<file path="src/rtl/fmem_arb.sv">
// rtl/fmem_arb.sv - two-master arbiter for a single 36-bit fast-memory slave
// One transaction per grant, round-robin or fixed priority, with a stall watchdog.
module fmem_arb #(
  parameter bit          FIXED_PRI = 1'b0,
  parameter int unsigned TIMEOUT   = 256
) (
  input  logic        i_clk,
  input  logic        i_reset_n,
  input  logic [17:0] i_m0_address,
  input  logic        i_m0_read,
  input  logic        i_m0_write,
  input  logic [35:0] i_m0_writedata,
  output logic [35:0] o_m0_readdata,
  output logic        o_m0_waitrequest,
  input  logic [17:0] i_m1_address,
  input  logic        i_m1_read,
  input  logic        i_m1_write,
  input  logic [35:0] i_m1_writedata,
  output logic [35:0] o_m1_readdata,
  output logic        o_m1_waitrequest,
  output logic [17:0] o_s_address,
  output logic        o_s_read,
  output logic        o_s_write,
  output logic [35:0] o_s_writedata,
  input  logic [35:0] i_s_readdata,
  input  logic        i_s_waitrequest,
  output logic        o_timeout
);

  typedef enum logic [1:0] {IDLE = 2'd0, GRANT0 = 2'd1, GRANT1 = 2'd2} state_t;

  localparam logic [15:0] TIMEOUT_CNT = 16'(TIMEOUT);
  localparam bit          WD_EN       = (TIMEOUT != 0);

  state_t      state_q, state_d;
  logic        last_q, last_d;
  logic [15:0] wd_cnt_q, wd_cnt_d;

  logic req0, req1, gnt0, gnt1, gnt_req, wd_fire, done;

  assign req0    = i_m0_read | i_m0_write;
  assign req1    = i_m1_read | i_m1_write;
  assign gnt0    = (state_q == GRANT0);
  assign gnt1    = (state_q == GRANT1);
  assign gnt_req = (gnt0 & req0) | (gnt1 & req1);
  // Forced completion: the master is released with zero data instead of hanging.
  assign wd_fire = WD_EN && gnt_req && i_s_waitrequest && (wd_cnt_q == TIMEOUT_CNT);
  assign done    = gnt_req && (!i_s_waitrequest || wd_fire);

  always_comb begin
    state_d  = state_q;
    last_d   = last_q;
    wd_cnt_d = wd_cnt_q;
    case (state_q)
      IDLE: begin
        wd_cnt_d = '0;
        if (req0 && (!req1 || FIXED_PRI || last_q))
          state_d = GRANT0;
        else if (req1)
          state_d = GRANT1;
      end
      default: begin
        // A grantee that withdraws its request is dropped without touching last.
        if (!gnt_req) begin
          state_d = IDLE;
        end else if (done) begin
          state_d = IDLE;
          last_d  = gnt1;
        end else begin
          wd_cnt_d = wd_cnt_q + 16'd1;
        end
      end
    endcase
  end

  always_ff @(posedge i_clk or negedge i_reset_n) begin
    if (!i_reset_n) begin
      state_q  <= IDLE;
      last_q   <= 1'b1;
      wd_cnt_q <= '0;
    end else begin
      state_q  <= state_d;
      last_q   <= last_d;
      wd_cnt_q <= wd_cnt_d;
    end
  end

  always_comb begin
    o_s_address   = '0;
    o_s_read      = 1'b0;
    o_s_write     = 1'b0;
    o_s_writedata = '0;
    if (gnt0) begin
      o_s_address   = i_m0_address;
      o_s_read      = i_m0_read;
      o_s_write     = i_m0_write;
      o_s_writedata = i_m0_writedata;
    end else if (gnt1) begin
      o_s_address   = i_m1_address;
      o_s_read      = i_m1_read;
      o_s_write     = i_m1_write;
      o_s_writedata = i_m1_writedata;
    end
  end

  assign o_m0_waitrequest = gnt0 ? (i_s_waitrequest & ~wd_fire) : 1'b1;
  assign o_m1_waitrequest = gnt1 ? (i_s_waitrequest & ~wd_fire) : 1'b1;
  assign o_m0_readdata    = (gnt0 & ~wd_fire) ? i_s_readdata : '0;
  assign o_m1_readdata    = (gnt1 & ~wd_fire) ? i_s_readdata : '0;
  assign o_timeout        = wd_fire;

endmodule

</file>
<file path="config.mk">
export PLATFORM = sky130hd
export DESIGN_NAME = fmem_arb
export DESIGN_NICKNAME = d
export VERILOG_FILES = /design/src/rtl/fmem_arb.sv
export SDC_FILE = /design/constraint.sdc
export NUM_CORES = 1
export LEC_CHECK = 0
export ABC_CLOCK_PERIOD_IN_PS = 3090
export CAP_MARGIN = 25
export CORE_AREA = 2 2 109 111
export DETAILED_ROUTE_END_ITERATION = 10
export DIE_AREA = 0 0 111 113
export GPL_ROUTABILITY_DRIVEN = 0
export MAX_ROUTING_LAYER = met4
export PLACE_DENSITY_LB_ADDON = 0.12
export SLEW_MARGIN = 10
export SYNTH_ARGS = -nofsm -noshare
export SYNTH_HDL_FRONTEND = slang
export SYNTH_SLANG_ARGS = --single-unit
</file>
<file path="constraint.sdc">
create_clock -name i_clk -period 3.09 [get_ports i_clk]
set_input_delay 0.927 -clock i_clk [delete_from_list [all_inputs] [get_ports i_clk]]
set_output_delay 0.927 -clock i_clk [all_outputs]
set_load 0.01 [all_outputs]
</file>
==> results_dict.tcl <==
set metrics [dict create \
    status "finished with violations" \
    violations "negative setup slack" \
    p_int_mw 2.47 \
    detail_route.first_pass.iterations 4 \
    cts_htree_levels 1 \
    cts.sinks 19 \
    reg2reg_from "wd_cnt_q[0]$_DFFE_PN0P_" \
    syn_nets 414 \
    cts_hold_buf 0 \
    ant_nets 0 \
    dp_slack_ns -1.04 \
    clockPowerShare_pct 6.5 \
    netlist_area_sq_um 2150 \
    synth-async-reset-ratio_pct 100 \
    routed_via_density 4.68 \
    fin_area_sq_um 5730 \
    hpwl_um 10900 \
    root_buffer "clkbuf_16" \
    cts.path.max_buffers 2 \
    slowest_delay_ns 0.25 \
    max-slew-margin-rel_pct 67.9 \
    antenna_found_initial 0 \
    leakagePower_nw 2.54 \
    crit_arrival_ns 2.22 \
    worst_r2r_path_depth 8 \
    path_max_fanout 6 \
    drc_errors 0 \
    numPortBuffers 281 \
    cts_buffers 3 \
    ys_ff_latch 19 \
    seqPwrFrac_pct 7.5 \
    ir_drop_uv 419 \
    synth-xor-area-share_pct 0.407 \
    setup_viol 21 \
    yosysWarnings 0 \
    synthSimpleGateAreaFrac_pct 37.7 \
    start_util_pct 19.1 \
    grt_pass1_vias 3399 \
    drive_above_1_share_pct 33.7 \
    hold_path_end "wd_cnt_q[15]$_DFFE_PN0P_" \
    worstSetupPathType "input port to primary output" \
    synth_top_area_cell "a22o_1" \
    wl_per_cell_um 19.2 \
    worstHoldPathType "register to register" \
    clock_latency_ns 0.25 \
    synth_seq_area_share_pct 22.2 \
    synth.area.top_cells "a22o_1, and2_1, dfrtp_1, nand2_1, mux2i_1" \
    r2r_slack_ns 1.11 \
    dieArea_sq_um 12500 \
    synth.most_common_cell "and2_1" \
    hold_violations 0 \
    fin_ws_ns -0.0610 \
    synth_top_family_by_area "simple AND/OR/NAND/NOR gates" \
    cts_tree "yes" \
    die_h_um 113 \
    core_sq_um 11300 \
    grt.total_usage_pct 21.3 \
    crit_path_end_kind "primary output" \
    synthTopCellsByCount "and2_1, a22o_1, nand2_1" \
    syn_inst 261 \
    grt_pass1_wl_um 20200 \
    gr-total-overflow 0 \
    synth.top_cell.area_share_pct 22.8 \
    maxCapViolations 0 \
    finClkSkew_ns 0.00164 \
    path_cells "buf_6, and4bb_2, nand4_4, nor2_4, buf_6, nor2_4, buf_6, buf_12, and2_4, buf_2" \
    crit_top_cell "buf_6" \
    nNetsFinal 736 \
    synth_edf_count 0 \
    die_w_um 111 \
    fmaxAchievable_mhz 317 \
    path_clk_slew_ns 0.06 \
    rows 39 \
    synth_cell_type_count 43 \
    p_comb_share_pct 85.9 \
    synthMuxAreaShare_pct 3.78 \
    grt_max_degree 59 \
    dpl_cell_area_sq_um 5330 \
    r2r_end "wd_cnt_q[15]$_DFFE_PN0P_" \
    p_sw_share_pct 39.7 \
    worstHoldStart "wd_cnt_q[15]$_DFFE_PN0P_" \
    period_share_pct 102 \
    drt_iter0_drc 238 \
    min_period_ns 3.15 \
    power.density_nw_per_um2 716 \
    drt_wl_total_um 13900 \
    worstMarginPinSlew_ns 0.478 \
    p_sw_mw 1.63 \
    avgSynthCellArea_sq_um 8.24 \
    vias 3394 \
    slew_viol_final 0 \
    ys.flop_type "dfrtp_1" \
    synth_compound_area_share_pct 30.0 \
    io_pins 282 \
    rsz0062_at_grt "yes" \
    critPathLaunchType "input port" \
    required_ns 2.16 \
    cp_slowest_cell "and4bb_2" \
    synth_fa_ha_area_share_pct 1.16 \
    num_antenna_cells 0 \
    area_growth_pct 167 \
    hold-path-cell-count 1 \
]
power by group through the flow:
stage / sequential [mW] / combinational [mW] / clock (mW)
global route: 0.311 / 3.74 / 0.288
floorplan: 0.319 / 1.32 / 0
CTS: 0.307 / 3.39 / 0.271
finish: 0.308 / 3.53 / 0.268
global placement: 0.310 / 3.07 / 0
detailed placement: 0.311 / 3.07 / 0
logic make-up after synthesis:
| group | after synthesis |
|---|---|
| buffers and inverters | 24 |
| and+or+nand+nor | 132 |
| xor gates and xnor gates | 1 |
| muxes | 8 |
| DFF | 19 |
| AOI/OAI and AO/OA | 75 |
| adders and majority gates | 2 |
per-stage QoR:
step | cells | setup TNS, ns | power, mW | hold slack [ns] | util [%]
global placement | 696 | -66.74 | 3.38 | 0.478 | 47.3
global route | 725 | -3.39 | 4.34 | 0.534 | 50.8
floorplan | 261 | 0 | 1.64 | 0.450 | -
finish | 725 | -0.750 | 4.10 | 0.509 | 50.8
CTS | 722 | -4.18 | 3.97 | 0.499 | 49.6
detailed placement | 696 | -68.12 | 3.38 | 0.487 | 47.3
per-layer routing:
| metal | GRT usage, % | part of all wire [%] | vias to the layer above |
|---|---|---|---|
| li1 | - | - | 1619 |
| met5 | - | 0 | - |
| met2 | 40.2 | 53 | 200 |
| met3 | 4.87 | 7.8 | 12 |
| met1 | 23.2 | 38 | 1563 |
| met4 | 3.67 | 1.4 | 0 |
layout by cell type, fill, tap and decap left out, drive strengths merged, types with 3 or more instances in the layout:
cell type,count
clkbuf,3
and2,72
buf,132
o41ai,3
nand4,4
inv,4
dfrtp,18
a22o,56
clkdlybuf4s50,200
o211ai,4
nand2,19
mux2i,7
nor2,11
nand3,8
nor4,3
state kept, by name, indices dropped and copies added (netlist names):
signal and cells:
wd_cnt_q 16, state_q 2, last_q 1
worst max path at each step:
stage                     from                 to  slack (ns)  depth (start not counted)
6_report       i_s_waitrequest   o_m1_readdata[6]       -0.06                         10
5_1_grt        i_s_waitrequest   o_m1_readdata[6]       -0.11                         10
4_1_cts        i_s_waitrequest  o_m0_readdata[19]       -0.08                          9
3_5_place_dp         i_m1_read  o_m1_readdata[31]       -1.04                          7
3_3_place_gp         i_m1_read  o_m1_readdata[31]       -1.02                          7
2_1_floorplan       i_m1_write  o_m0_readdata[10]        0.12                          6
area by class of cell:
type | count | area [sq um]
inverter | 4 | 15.0
multi-input combinational | 220 | 1740
clock buffer | 3 | 75.1
tap | 143 | 179
clock inverter | 1 | 5.00
timing repair buffer | 335 | 3240
sequential | 19 | 477
fill | 1065 | 5540
critical path: cells and delay by family:
| kind | cells | cell delay, ns |
|---|---|---|
| simple gates | 5 | 0.72 |
| buf+inv | 5 | 0.56 |
timing repair:
| item | 4_1_cts | 5_1_grt |
|---|---|---|
| cloned | 5 | 0 |
| setup buffers | 18 | 11 |
| gates resized for setup | 359 | 69 |
| pin swaps | 36 | 13 |
| hold endpoints to repair | 0 | 0 |
| endpoints found under the setup margin | 79 | 124 |
(Power assumes the default switching activity.)
